--- src/rtl/adc_avg_filter_pkg.sv ---
// Shared ADC averaging definitions: default sample width, window depth and
// the FILL/RUN state encoding used by the moving-average filter.
package adc_avg_filter_pkg;

  // Default ADC sample width in bits.
  localparam int ADC_SAMPLE_W   = 12;
  // log2 of the default averaging window (8 samples).
  localparam int AVG_DEPTH_LOG2 = 3;
  // Accumulator width that holds a full window of full-scale samples.
  localparam int AVG_ACC_W      = ADC_SAMPLE_W + AVG_DEPTH_LOG2;

  // Filter FSM states: FILL while the window is incomplete, RUN once full.
  typedef enum logic [0:0] {
    ST_FILL = 1'b0,
    ST_RUN  = 1'b1
  } avg_state_e;

endpackage

--- src/rtl/adc_avg_filter_ring.sv ---
// Ring storage for the moving-average window.
// Ports:
//   clk      - system clock
//   we       - write enable (one accepted sample)
//   wr_addr  - slot written on we
//   wr_data  - sample written on we
//   rd_addr  - slot whose current contents appear on rd_data
//   rd_data  - combinational read of the addressed slot (the value about to be
//              overwritten when rd_addr == wr_addr)
// The array has no reset: the filter never uses a slot before writing it.
module adc_avg_ring
  import adc_avg_filter_pkg::*;
#(
  parameter int W  = ADC_SAMPLE_W,
  parameter int AW = AVG_DEPTH_LOG2
) (
  input  logic          clk,
  input  logic          we,
  input  logic [AW-1:0] wr_addr,
  input  logic [W-1:0]  wr_data,
  input  logic [AW-1:0] rd_addr,
  output logic [W-1:0]  rd_data
);

  logic [W-1:0] mem_r [0:(1 << AW)-1];

  // Write the accepted sample into its slot.
  always_ff @(posedge clk) begin
    if (we) begin
      mem_r[wr_addr] <= wr_data;
    end
  end

  assign rd_data = mem_r[rd_addr];

endmodule

--- src/rtl/adc_avg_filter.sv ---
// Moving-average filter over the last 2^DEPTH_LOG2 ADC samples.
// Ports:
//   clk        - system clock, rising edge
//   rst        - synchronous active-high reset (overrides flush and strobe)
//   sample_in  - ADC sample, valid while sample_stb is high
//   sample_stb - one-cycle sample-ready strobe
//   flush      - discard the window and restart filling
//   avg_out    - registered window average (floor), held between pulses
//   avg_valid  - one-cycle pulse marking a new avg_out
//   filled     - high while the window holds a full set of samples
module adc_avg_filter
  import adc_avg_filter_pkg::*;
#(
  parameter int SAMPLE_W   = ADC_SAMPLE_W,
  parameter int DEPTH_LOG2 = AVG_DEPTH_LOG2
) (
  input  logic                clk,
  input  logic                rst,
  input  logic [SAMPLE_W-1:0] sample_in,
  input  logic                sample_stb,
  input  logic                flush,
  output logic [SAMPLE_W-1:0] avg_out,
  output logic                avg_valid,
  output logic                filled
);

  localparam int DEPTH = 1 << DEPTH_LOG2;
  localparam int ACC_W = SAMPLE_W + DEPTH_LOG2;
  localparam int CNT_W = DEPTH_LOG2 + 1;
  localparam logic [CNT_W-1:0] CNT_FULL = CNT_W'(DEPTH);
  localparam logic [CNT_W-1:0] CNT_LAST = CNT_W'(DEPTH - 1);

  avg_state_e            state_r;
  avg_state_e            state_s;
  logic [ACC_W-1:0]      acc_r;
  logic [ACC_W-1:0]      acc_s;
  logic [DEPTH_LOG2-1:0] wr_ptr_r;
  logic [DEPTH_LOG2-1:0] wr_ptr_s;
  logic [CNT_W-1:0]      count_r;
  logic [CNT_W-1:0]      count_s;
  logic                  pend_r;
  logic                  pend_s;
  logic                  accept_s;
  logic [SAMPLE_W-1:0]   old_raw_s;
  logic [SAMPLE_W-1:0]   old_s;
  logic [SAMPLE_W-1:0]   avg_out_r;
  logic                  avg_valid_r;
  logic                  filled_r;

  // The slot about to be overwritten is read at the same address it is written.
  adc_avg_ring #(
    .W  (SAMPLE_W),
    .AW (DEPTH_LOG2)
  ) u_ring (
    .clk     (clk),
    .we      (accept_s),
    .wr_addr (wr_ptr_r),
    .wr_data (sample_in),
    .rd_addr (wr_ptr_r),
    .rd_data (old_raw_s)
  );

  // FSM state register.
  always_ff @(posedge clk) begin
    if (rst) begin
      state_r <= ST_FILL;
    end else begin
      state_r <= state_s;
    end
  end

  // Next-state, accumulator, pointer and fill-count logic.
  always_comb begin
    state_s  = state_r;
    acc_s    = acc_r;
    wr_ptr_s = wr_ptr_r;
    count_s  = count_r;
    pend_s   = 1'b0;
    accept_s = sample_stb & ~flush & ~rst;

    // During FILL the slot holds stale data, so nothing is subtracted.
    if (state_r == ST_RUN) begin
      old_s = old_raw_s;
    end else begin
      old_s = {SAMPLE_W{1'b0}};
    end

    if (flush) begin
      state_s  = ST_FILL;
      acc_s    = {ACC_W{1'b0}};
      wr_ptr_s = {DEPTH_LOG2{1'b0}};
      count_s  = {CNT_W{1'b0}};
    end else if (accept_s) begin
      // acc always equals the window sum, which fits ACC_W bits exactly.
      acc_s    = acc_r + ACC_W'(sample_in) - ACC_W'(old_s);
      wr_ptr_s = wr_ptr_r + DEPTH_LOG2'(1);
      case (state_r)
        ST_FILL: begin
          count_s = count_r + CNT_W'(1);
          if (count_r == CNT_LAST) begin
            state_s = ST_RUN;
            pend_s  = 1'b1;
          end else begin
            state_s = ST_FILL;
          end
        end
        ST_RUN: begin
          state_s = ST_RUN;
          count_s = CNT_FULL;
          pend_s  = 1'b1;
        end
        default: begin
          state_s  = ST_FILL;
          acc_s    = {ACC_W{1'b0}};
          wr_ptr_s = {DEPTH_LOG2{1'b0}};
          count_s  = {CNT_W{1'b0}};
        end
      endcase
    end else begin
      pend_s = 1'b0;
    end
  end

  // Datapath and output registers; the average lags the accept by one edge.
  always_ff @(posedge clk) begin
    if (rst) begin
      acc_r       <= {ACC_W{1'b0}};
      wr_ptr_r    <= {DEPTH_LOG2{1'b0}};
      count_r     <= {CNT_W{1'b0}};
      pend_r      <= 1'b0;
      avg_out_r   <= {SAMPLE_W{1'b0}};
      avg_valid_r <= 1'b0;
      filled_r    <= 1'b0;
    end else begin
      acc_r       <= acc_s;
      wr_ptr_r    <= wr_ptr_s;
      count_r     <= count_s;
      pend_r      <= pend_s;
      filled_r    <= (state_s == ST_RUN);
      // A flush arriving on the publish edge cancels the pending pulse.
      avg_valid_r <= pend_r & ~flush;
      if (pend_r && !flush) begin
        avg_out_r <= acc_r[ACC_W-1:DEPTH_LOG2];
      end else begin
        avg_out_r <= avg_out_r;
      end
    end
  end

  assign avg_out   = avg_out_r;
  assign avg_valid = avg_valid_r;
  assign filled    = filled_r;

endmodule

--- config.mk ---
export PLATFORM = sky130hd
export DESIGN_NAME = adc_avg_filter
export DESIGN_NICKNAME = d
export VERILOG_FILES = /design/src/rtl/adc_avg_filter_pkg.sv /design/src/rtl/adc_avg_filter_ring.sv /design/src/rtl/adc_avg_filter.sv
export SDC_FILE = /design/constraint.sdc
export NUM_CORES = 1
export LEC_CHECK = 0
export CORE_MARGIN = 1
export CORE_UTILIZATION = 48
export DETAILED_ROUTE_END_ITERATION = 7
export GPL_TIMING_DRIVEN = 0
export PLACE_DENSITY = 0.7
export SKIP_LAST_GASP = 1
export SYNTH_ARGS = -nofsm -noshare
export SYNTH_HDL_FRONTEND = slang
export SYNTH_HIERARCHICAL = 1
export SYNTH_SLANG_ARGS = --single-unit
--- constraint.sdc ---
create_clock -name clk -period 4.1 [get_ports clk]
set_clock_uncertainty 0.1 [all_clocks]
set_input_delay 0.41 -clock clk [delete_from_list [all_inputs] [get_ports clk]]
set_output_delay 0.41 -clock clk [all_outputs]
set_load 0.01 [all_outputs]
* After elaboration in Yosys (flattened, before gate mapping)
Memories as Yosys holds them, arrays and structs flattened. A register that Yosys moved wholly into a read port is not among the register bits. Cells that the tools add are included.
Storage, ports and cells: register bits after elaboration 37, bits in writable memories 96, input port bits 16, output and inout port bits 14, logic and storage cells 32, memories kept 1
Memory list:
- u_ring.mem_r | depth 8, width 12, rd ports 1, clocked after memory_dff 1, write ports 1, line adc_avg_filter_ring.sv:25 | logic [W-1:0] mem_r [0:(1 << AW)-1];
Cells by class: $add $sub $neg 4, eq/ne operators 1, multiplexer cells 8, bitwise operators 7, reductions and logical operators 4
Operators by type and width (count):
- adder 15 x 12 -> 15 bit | 1
- subtractor 15 x 12 -> 15 bit | 1
- two-way mux 12 bit | 1
- case mux 4 bit (2 select lines) | 1
- two-way mux 3 bit | 2
- adder 4 x 1 -> 4 bit, second input constant | 1
- equality test 4 x 3 -> 1 bit, second input constant | 1
- NOT 1 bit | 4
- adder 3 x 1 -> 3 bit, second input constant | 1
- bitwise AND 1 bit | 3
- two-way mux 1 bit | 3
- OR reduction 3 bit | 1
- case mux 1 bit (2 select lines) | 1
- OR reduction 2 bit | 1
- logical AND 1 bit | 1
- logical NOT 1 bit | 1

* Logic depth before layout (Yosys ltp)
word-level depth 5, gate-level depth with buffers 16, gate-level depth less buffers 14

* By module
Netlist, hierarchy kept.
Modules (own cells, without submodules):
- adc_avg_ring | instances 1, cells an instance 152, area each 3747.3 um2, sequential area each 2882.8 um2
- adc_avg_filter | instances 1, cells an instance 320, area each 2578.7 um2, sequential area each 740.7 um2

* Worst setup path after synthesis
Ideal clock, no wire load.
path type reg2reg, start register, netlist name wr_ptr_r[0], end register acc_r[9], arrival 3836 ps, required time 3868 ps, setup slack 33 ps, stages on the path, launching flop included 15, path buffers 2, clock period less this slack 4067 ps, cell sequence dfxtp_1 > buf_6 > buf_6 > mux4_1 > mux2_2 > and2_1 > fa_1 > inv_1 > ha_1 > a211o_1 > a21oi_2 > nor3_1 > or4_1 > xnor2_1 > o22ai_1
RTL lines:
- to (signal assigned) | line adc_avg_filter.sv:127 | acc_r <= {ACC_W{1'b0}};
- to (signal assigned) | line adc_avg_filter.sv:135 | acc_r <= acc_s;
- to (decl) | line adc_avg_filter.sv:35 | logic [ACC_W-1:0] acc_r;

==> flow_summary.yaml <==
timing:
  slew_headroom_pct: 10.3
  rsz0062_at_grt: "true"
  min_period_ps: 4020
  setup_viol: 0
  setup_ws_ps: 76.9
  min_period_over_period_pct: 98.1
  slew_violations: 0
  tightest_slew_ps: 1340
  final_hold_viol_count: 0
  fmax_mhz: 249
pwr:
  ir_drop_uv: 359
  power_frac_comb_pct: 12.2
  seqPwrFrac_pct: 42.7
  leakage_nw: 2.80
  p_int_mw: 2.62
  clkPwrFrac_pct: 45.1
  p_switching_mw: 0.830
  pwr_density_cell_nw_per_um2: 449
  switching_share_pct: 24.1
cts:
  ctsHoldBuffers: 0
  clockBufferDepth: 2
  cts_sinks: 133
  clkLatencyLatePin_ps: 420
  cts_buffers: 17
  path_clk_slew_ps: 60
  h-tree-depth: 4
  cts-root-buf: "clkbuf_16"
  tritoncts: "done"
global_route:
  grt_start_max_net_pins: 17
  globalRouteOverflowTotal: 0
  grt_pass1_wl_mm: 19.8
  first_global_vias: 3773
  grt_util_all_layers_pct: 20.3
  antenna_found_initial: 0
die:
  ios: 30
  rows: 41
  die_h_um: 117
  die_x_um: 117
  start_util_pct: 49.7
  die_area_um2: 13600
  core_um2: 12700
worst_setup_path:
  critPathMaxFanout: 8
  critical-path-slowest-cell: "mux4_2"
  crit_chain: "buf_12 -> mux4_2 -> mux2_4 -> and2_1 -> fa_1 -> inv_1 -> ha_4 -> nor2b_4 -> o31a_1 -> o21a_1 -> o211a_1 -> or3_1 -> a32o_1"
  rrSetupSlack_ps: 80
  crit_path_start_kind: "flip-flop"
  critical_path_class: "reg -> reg"
  reg2reg_to: "acc_r[8]"
  worstPathArrival_ps: 4230
  slowest_delay_ps: 490
  r2r_start: "wr_ptr_r[0]"
  end_kind: "flip-flop"
  cp_data_required_time_ps: 4310
  r2r_cells: 13
detailed_routing:
  wirelength_mm: 12.7
  ant_nets: 0
  route.detailed.drc: 0
  drt_pass1_iterations: 4
  viasPerCell: 5.32
  vias: 3827
  drt_iter0_markers: 168
  wl_per_cell_um: 17.6
hold_path:
  hold_path_end: "avg_out[1]"
  hold_start: "avg_out[1]"
  holdCritPathClass: "reg -> reg"
  hold_depth: 2
logic_synthesis:
  syn_area_per_cell_um2: 13.4
  async_flop_share_pct: 0
  synth_cell_types: 53
  synth_flop_cell: "edfxtp_1"
  synth_edf_count: 96
  ys_seq_elements: 133
  ys_warn_count: 6
  ys_seq_area_share_pct: 57.3
  synth_fp_nets: 517
  synth_cells: 472
  netlist_area_um2: 6330
flow_run:
  maxCapViolCount: 0
layout:
  area_growth_pct: 21.3
  drive_above_1_share_pct: 17.5
  nets: 580
  regArea_um2: 3630
  multi_input_comb_area_um2: 2480
  nFillCells: 1030
  antenna_cells: 0
  final_util_pct: 60.3
placed_design:
  pre_cts_ws_ps: -365
  portBuffers: 28
  place_congestion: 0.865
  dp_hpwl_mm: 8.36
outcome:
  status: "finished, final reports clean"
-- cells by family after synthesis --
| family | Yosys count | share of synthesized area (%) |
|---|---|---|
| AOI/OAI and AO/OA | 79 | 8.64 |
| buffers and inverters | 71 | 4.61 |
| muxes | 42 | 12.9 |
| and+or+nand+nor | 112 | 8.58 |
| adders and majority gates | 29 | 7.16 |
| DFF | 133 | 57.3 |
| xor gates and xnor gates | 6 | 0.831 |
-- how the worst max path moves through the flow --
stage                      from        to  depth (start not counted)  slack (ps)
CTS                 wr_ptr_r[0]  acc_r[9]                         13          10
global placement    wr_ptr_r[0]  acc_r[9]                         14        -260
finish              wr_ptr_r[0]  acc_r[8]                         13          80
global route        wr_ptr_r[0]  acc_r[8]                         13         -40
detailed placement  wr_ptr_r[0]  acc_r[9]                         14        -360
floorplan           wr_ptr_r[0]  acc_r[9]                         14          30
-- state kept, by name, indices dropped and copies added (netlist names) --
register / count
avg_out: 12
avg_valid: 1
filled: 1
wr_ptr_r: 3
pend_r: 1
count_r: 4
u_ring/mem_r: 96
acc_r: 15
-- critical path: cells and delay by family, from the launching register on --
family,cells,cell delay [ps]
DFF,1,430
AOI/OAI and AO/OA,4,1080
muxes,2,760
buffers and inverters,2,210
and+or+nand+nor,3,600
adders and majority gates,2,710
-- cells in the final DEF (no fill, tap or decap), types with 11 or more instances in the layout --
| cell type | count |
|---|---|
| o21a_1 | 11 |
| buf_4 | 17 |
| inv_1 | 53 |
| ha_1 | 14 |
| mux2_2 | 12 |
| and2_1 | 15 |
| clkdlybuf4s50_1 | 28 |
| edfxtp_1 | 96 |
| dfxtp_1 | 35 |
| fa_1 | 11 |
| nor2_1 | 28 |
| clkbuf_16 | 18 |
| mux4_1 | 16 |
| nand2_1 | 38 |
| a21oi_1 | 27 |
-- final cells by class --
| cell class | instances | share of cell area [%] |
|---|---|---|
| well taps | 172 | 2.80 |
| flip-flops and latches | 133 | 47.3 |
| multi-input cells | 268 | 32.3 |
| clock buffers | 18 | 5.59 |
| clock inverters | 14 | 2.27 |
| plain buffers | 14 | 1.22 |
| inverters | 54 | 2.64 |
| repair buffers | 47 | 5.89 |
-- synth_stat cells (6+ instances only) --
library cell,n,area (µm²)
a21o_1,6,45.0
a21oi_1,27,135
and2_1,15,93.8
clkbuf_1,10,37.5
dfxtp_1,37,741
edfxtp_1,96,2880
fa_1,12,240
ha_1,17,213
inv_1,54,203
mux2_2,13,146
mux4_1,21,552
nand2_1,38,143
nor2_1,28,105
nor2b_1,6,37.5
nor3_1,7,35.0
o21a_1,11,82.6
o21ai_0,8,40.0
-- per-layer routing --
metal / global-route usage, % / up-vias / routed length [µm]
met5: 0 / - / 0
met4: 9.28 / 0 / 173
met3: 4.63 / 14 / 571
met2: 32.3 / 96 / 6210
met1: 26.7 / 1864 / 5720
li1: - / 1853 / -
-- stage by stage --
stage	std cells	TNS, ps	total power, mW	area [µm²]	hold slack, ps
floorplan	472	0	1.77	6330	332
global placement	672	-964	1.86	6820	341
detailed placement	674	-1420	1.87	6850	346
CTS	708	0	3.43	7500	354
global route	720	-38.1	3.58	7670	371
finish	720	0	3.45	7670	351
-- power by group through the flow --
| stage | clock network, mW | logic (mW) | registers [mW] |
|---|---|---|---|
| 6_report | 1.56 | 0.421 | 1.47 |
| 4_1_cts | 1.58 | 0.379 | 1.47 |
| 3_5_place_dp | 0 | 0.368 | 1.50 |
| 5_1_grt | 1.64 | 0.467 | 1.47 |
| 3_3_place_gp | 0 | 0.361 | 1.50 |
| 2_1_floorplan | 0 | 0.276 | 1.49 |
-- repair_timing --
item | CTS | global route
setup buffers | 4 | 12
gates resized for setup | 8 | 23
pin swaps | 3 | 10
endpoints found under the setup margin | 7 | 5
cloned | 0 | 1
No activity file was read; power rests on OpenSTA's default activity.
